### src/rtl/alu_issue.sv
// Single-issue operand/control stage for a 4-bit combinational ALU with an 8x4 register file; ALU_ISSUE_FWD_EN forwards same-edge writes into operands.
// Latency: accept at edge N, res_valid after edge N+1; at least 3 cycles per instruction.
// Backpressure: holds the result in DONE until res_ready; in_ready is low outside IDLE.
module alu_issue (
    input  logic       clk,
    input  logic       rst_n,
    input  logic       in_valid,
    output logic       in_ready,
    input  logic [2:0] in_op,
    input  logic [2:0] in_rd,
    input  logic [2:0] in_rs1,
    input  logic [2:0] in_rs2,
    input  logic       wr_en,
    input  logic [2:0] wr_addr,
    input  logic [3:0] wr_data,
    output logic [3:0] alu_a,
    output logic [3:0] alu_b,
    output logic [2:0] alu_sl,
    input  logic [7:0] alu_out,
    output logic       res_valid,
    input  logic       res_ready,
    output logic [7:0] res_data,
    output logic [2:0] res_rd,
    output logic       busy
);

    localparam int NREG = 8;

    typedef enum logic [1:0] {
        IDLE = 2'd0,
        EXEC = 2'd1,
        DONE = 2'd2
    } state_t;

    state_t                 state_q, state_d;
    logic [NREG-1:0][3:0]   rf_q, rf_d;
    logic [3:0]             alu_a_q, alu_a_d;
    logic [3:0]             alu_b_q, alu_b_d;
    logic [2:0]             alu_sl_q, alu_sl_d;
    logic                   res_valid_q, res_valid_d;
    logic [7:0]             res_data_q, res_data_d;
    logic [2:0]             res_rd_q, res_rd_d;
    logic                   ready_en_q, ready_en_d;

    logic       ext_wr;
    logic [3:0] rs1_val;
    logic [3:0] rs2_val;

    assign ext_wr    = wr_en && (wr_addr != 3'd0);
    assign in_ready  = ready_en_q && (state_q == IDLE);
    assign busy      = (state_q == EXEC) || (state_q == DONE);
    assign alu_a     = alu_a_q;
    assign alu_b     = alu_b_q;
    assign alu_sl    = alu_sl_q;
    assign res_valid = res_valid_q;
    assign res_data  = res_data_q;
    assign res_rd    = res_rd_q;

    // Operand read; r0 is hardwired to zero regardless of array contents.
    always_comb begin
        rs1_val = (in_rs1 == 3'd0) ? 4'd0 : rf_q[in_rs1];
        rs2_val = (in_rs2 == 3'd0) ? 4'd0 : rf_q[in_rs2];
`ifdef ALU_ISSUE_FWD_EN
        if (ext_wr && (wr_addr == in_rs1)) rs1_val = wr_data;
        if (ext_wr && (wr_addr == in_rs2)) rs2_val = wr_data;
`endif
    end

    always_comb begin
        state_d     = state_q;
        rf_d        = rf_q;
        alu_a_d     = alu_a_q;
        alu_b_d     = alu_b_q;
        alu_sl_d    = alu_sl_q;
        res_valid_d = res_valid_q;
        res_data_d  = res_data_q;
        res_rd_d    = res_rd_q;
        ready_en_d  = 1'b1;

        if (ext_wr) rf_d[wr_addr] = wr_data;

        case (state_q)
            IDLE: begin
                if (in_valid && in_ready) begin
                    alu_a_d  = rs1_val;
                    alu_b_d  = rs2_val;
                    alu_sl_d = in_op;
                    res_rd_d = in_rd;
                    state_d  = EXEC;
                end
            end
            EXEC: begin
                res_data_d  = alu_out;
                res_valid_d = 1'b1;
                // Applied after the external write so writeback wins a collision.
                if (res_rd_q != 3'd0) rf_d[res_rd_q] = alu_out[3:0];
                state_d     = DONE;
            end
            DONE: begin
                if (res_ready) begin
                    res_valid_d = 1'b0;
                    state_d     = IDLE;
                end
            end
            default: state_d = IDLE;
        endcase
    end

    always_ff @(posedge clk or negedge rst_n) begin
        if (!rst_n) begin
            state_q     <= IDLE;
            rf_q        <= '0;
            alu_a_q     <= 4'd0;
            alu_b_q     <= 4'd0;
            alu_sl_q    <= 3'd0;
            res_valid_q <= 1'b0;
            res_data_q  <= 8'd0;
            res_rd_q    <= 3'd0;
            ready_en_q  <= 1'b0;
        end else begin
            state_q     <= state_d;
            rf_q        <= rf_d;
            alu_a_q     <= alu_a_d;
            alu_b_q     <= alu_b_d;
            alu_sl_q    <= alu_sl_d;
            res_valid_q <= res_valid_d;
            res_data_q  <= res_data_d;
            res_rd_q    <= res_rd_d;
            ready_en_q  <= ready_en_d;
        end
    end

endmodule

### config.mk
export PLATFORM = sky130hd
export DESIGN_NAME = alu_issue
export DESIGN_NICKNAME = d
export VERILOG_FILES = /design/src/rtl/alu_issue.sv
export SDC_FILE = /design/constraint.sdc
export NUM_CORES = 1
export LEC_CHECK = 0
export ABC_CLOCK_PERIOD_IN_PS = 3250
export CORE_MARGIN = 2
export CORE_UTILIZATION = 56
export DETAILED_ROUTE_END_ITERATION = 10
export MAX_ROUTING_LAYER = met4
export PLACE_DENSITY = 0.85
export SLEW_MARGIN = 5
export SYNTH_ARGS = -nofsm -noshare
export SYNTH_HDL_FRONTEND = slang
export SYNTH_SLANG_ARGS = --single-unit
### constraint.sdc
create_clock -name clk -period 3.25 [get_ports clk]
set_input_delay 0.65 -clock clk [delete_from_list [all_inputs] [get_ports clk]]
set_output_delay 0.65 -clock clk [all_outputs]
set_load 0.05 [all_outputs]
* Yosys cells after proc, flatten, opt, wreduce, memory -nomap -nowiden
Cells that the tools add are included.
** Operators by class
- Magnitude comparators :: 6
- Equal/unequal tests :: 4
- Multiplexer cells :: 20
- Reductions and logical operators :: 15
** Operator list (count)
- two-way mux 32 bit :: 3
- bitwise mux 32 bit :: 2
- binary-select mux 4 bit (select 3 bit) :: 2
- demux 4 bit (select 3 bit) :: 2
- two-way mux 4 bit :: 6
- less-than comparator 3 x 4 -> 1 bit (second input constant) :: 4
- >= comparator 3 x 1 -> 1 bit (second input constant) :: 2
- logical NOT 3 bit :: 2
- case mux 2 bit (3 select lines) :: 1
- AND reduction 2 bit :: 3
- nonzero test 3 bit :: 2
- logical AND 1 bit :: 5
- two-way mux 2 bit :: 2
- == test 2 x 1 -> 1 bit (second input constant) :: 1
- == test 2 bit (second input constant) :: 1
- logical NOT 2 bit :: 1
- inequality test 2 x 1 -> 1 bit (second input constant) :: 1
- inequality test 2 bit (second input constant) :: 1
- case mux 1 bit (2 select lines) :: 1
- nonzero test 2 bit :: 1
- logical OR 1 bit :: 1
- two-way mux 1 bit :: 1
** Word-level totals
- Bits in registers :: 58
- Input port bits :: 32
- Output and inout port bits :: 25
- Word-level logic and storage cells :: 61

* Longest topological paths before layout
- Word-level depth :: 9
- Gate-level depth with buffers :: 7

* Worst setup path before layout
Ideal clock, no wire load.
- Kind :: flip-flop to output port
- From :: register state_q[0]
- To :: output port in_ready
- Arrival time :: 1.074 ns
- Required time :: 2.600 ns
- Setup slack :: 1.526 ns
- Stages on the path, launching flop included :: 4
- Cell sequence :: dfrtp_1 -> inv_1 -> ha_1 -> and2_1
** On the way
- Word-level cells in the longest chain between the ends :: 2
** RTL lines
- from (decl) :: RTL line 35 : state_t state_q, state_d;
- from (signal assigned) :: RTL line 121 : state_q <= state_d;
- logical NOT 2 bit :: RTL line 50 : assign in_ready = ready_en_q && (state_q == IDLE);
- logical AND 1 bit :: RTL line 50
- to (decl) :: RTL line 8 : output logic in_ready,
Every way passes these cells.

* Final worst setup path
Same ends and word-level chain as after synthesis.

==> results.py <==
metrics = {
    "yosys": {
        "async_flop_share": 1.000,
        "synthTopCellsByArea": "dfrtp_1 (46%), mux2i_1 (14%), mux2_2 (4.9%)",
        "synthFlopType": "dfrtp_1",
        "synth.avg_cell_area_um2": 10.62,
        "syn_nets": 315,
        "synth_edf_count": 0,
        "postSynthCellCount": 279,
        "synth_cell_types": 36,
        "yosysWarnings": 0,
        "yosysTopAreaCell": "dfrtp_1",
        "syn_area_um2": 2962,
        "ys_seq_area_frac": 0.4563,
        "netlist.area_leader.share": 0.4563,
        "synth_common_cells": "dfrtp_1 (54), mux2i_1 (41), nand2_1 (33), nor2_1 (24), a21oi_1 (17)",
        "synth.most_common_cell": "dfrtp_1",
        "ys_ff_latch": 54,
    },
    "critical_path": {
        "cp-end-kind": "primary output",
        "crit_path_start_kind": "register",
        "crit_arrival_ps": 1960,
        "r2r_slack_ps": 1410,
        "worstPathRequired_ps": 2600,
        "cp_max_fo": 4,
        "crit_type": "reg2out",
    },
    "timing": {
        "finalClockSkew_ps": 8.182,
        "min_period_ps": 2608,
        "relSlewSlack": 0.5598,
        "worst_slew_pin_slew_ps": 660.3,
        "drv_slew": 0,
        "fmax_ghz": 0.3834,
        "hold_violations": 0,
        "rsz0062_at_grt": "false",
        "fin_crit_sh": 0.8025,
        "setup_viol": 0,
        "fin_setup_tns_ps": 0,
        "whs_ps": 283.8,
    },
    "global_routing": {
        "grt_pass1_wl_um": 11150,
        "grt_usage": 0.2498,
        "grt_max_degree": 36,
        "antenna_found_initial": 0,
        "grt_pass1_vias": 2248,
        "grt_overflow_total": 0,
    },
    "cells_and_area": {
        "multi_input_area_um2": 1480,
        "area_growth_syn_to_layout_pct": 22.05,
        "final_util": 0.7077,
        "layout-drive-gt1-share": 0.1043,
        "nets": 361,
        "n_fill_cell": 395,
        "final_area_um2": 3615,
        "diodes": 0,
        "ff_latch_area_um2": 1351,
    },
    "die": {
        "die_w_um": 76.72,
        "initial_utilization": 0.5799,
        "pin_count": 57,
        "coreArea_um2": 5107,
        "num_rows": 26,
        "dieArea_um2": 5886,
        "die_y_um": 76.72,
    },
    "clock_network": {
        "cts_resized": 0,
        "cts_tree": "done",
        "clk_latency_ps": 310,
        "cts_sinks": 54,
        "cts_hold_buf": 0,
        "clkTransAtPathRegs_ps": 100,
        "h-tree-depth": 2,
        "post-cts-setup-buffers": 0,
        "cts_made_buffers": 5,
        "cts-root-buf": "clkbuf_8",
        "cts_buffer_depth": 2,
    },
    "min_path": {
        "hold_path_class": "in2async",
    },
    "placed_design": {
        "place_area_um2": 3523,
        "port_buffers": 56,
        "gp_congestion": 0.8647,
        "dpl.hpwl_um": 5090,
    },
    "detailed_routing": {
        "wire_per_inst_um": 17.19,
        "viasPerCell": 5.780,
        "firstDrtPassIters": 4,
        "drc_errors": 0,
        "ant_nets": 0,
        "initialDrtViolationCount": 160,
        "wl_um": 6809,
        "num_vias": 2289,
    },
    "power_and_ir_drop": {
        "leakagePower_nw": 1.585,
        "powerDensity_nw_per_um2": 952.4,
        "peakVddDrop_mv": 0.6085,
    },
    "status": {
        "status": "finished, final reports clean",
    },
    "flow_run": {
        "cap_violations": 0,
    },
}
## metrics by stage
stage	cells	total power [mW]	worst slack [ps]
after floorplan	279	2.482	1526
after global routing	396	3.626	544.5
after detailed placement	388	3.053	913.4
final	396	3.443	641.9
after CTS	396	3.446	627.7
after global placement	388	2.999	971.7
## registers in the layout (all words and copies together) (netlist names)
signal      flops
res_rd          3
alu_b           4
res_data        8
state_q         2
rf_q           28
res_valid       1
alu_a           4
ready_en_q      1
alu_sl          3
## cells in the final DEF (no fill, tap or decap), types with 3 or more instances in the layout
cell type         n
nand2b_1          4
clkbuf_8          6
mux2i_1          41
ha_1              4
a21oi_1          17
nor4bb_1          3
a32oi_1           6
nand2_1          33
and4bb_1          3
inv_1             3
mux2_2           13
o22a_1            6
a31oi_1           7
o21ai_1          12
clkdlybuf4s50_1  55
nor2_1           24
nand4b_1          6
dfrtp_1          54
buf_4             5
## cell families after synthesis
logic type | after synthesis | share of synthesized area
AOI/OAI and AO/OA | 52 | 0.1115
adders and majority gates | 4 | 0.01690
buffers and inverters | 25 | 0.04394
DFF | 54 | 0.4563
muxes | 60 | 0.2210
other | 1 | 0.001266
and+or+nand+nor | 83 | 0.1491
## routing by layer
metal | global-route usage | part of all wire
met1 | 0.3221 | 0.43
met2 | 0.4096 | 0.51
met3 | 0.04353 | 0.052
met4 | 0.06909 | 0.0078
met5 | - | 0
## final timing paths
check,cells past startpoint,from,end
setup / recovery,4,state_q[0],in_ready
hold / removal,1,rst_n,rf_q[15]
setup reg to reg,6,state_q[1],rf_q[11]
hold reg to reg,2,alu_sl[1],alu_sl[1]
max in group asynchronous,2,rst_n,rf_q[6]
min in group clk,2,alu_sl[1],alu_sl[1]
## critical path, cell delays in order (launching register included)
cell	delay, ps
dfrtp_1	410
inv_1	110
ha_1	210
and2_1	130
clkdlybuf4s50_1	790
## where the power goes
part / switching, mW / internal [mW]
Sequential: 0.301 / 1.00
Clock: 0.219 / 0.173
Combinational: 1.02 / 0.727
Total: 1.54 / 1.90
## final cells by class
| class | count | area share |
|---|---|---|
| Clock buffer | 7 | 0.02388 |
| Sequential cell | 54 | 0.3738 |
| Inverter | 3 | 0.003115 |
| Multi-Input combinational cell | 200 | 0.4095 |
| Clock inverter | 1 | 0.001385 |
| Tap cell | 70 | 0.02423 |
| Timing Repair Buffer | 61 | 0.1641 |
(Power assumes the default switching activity.)
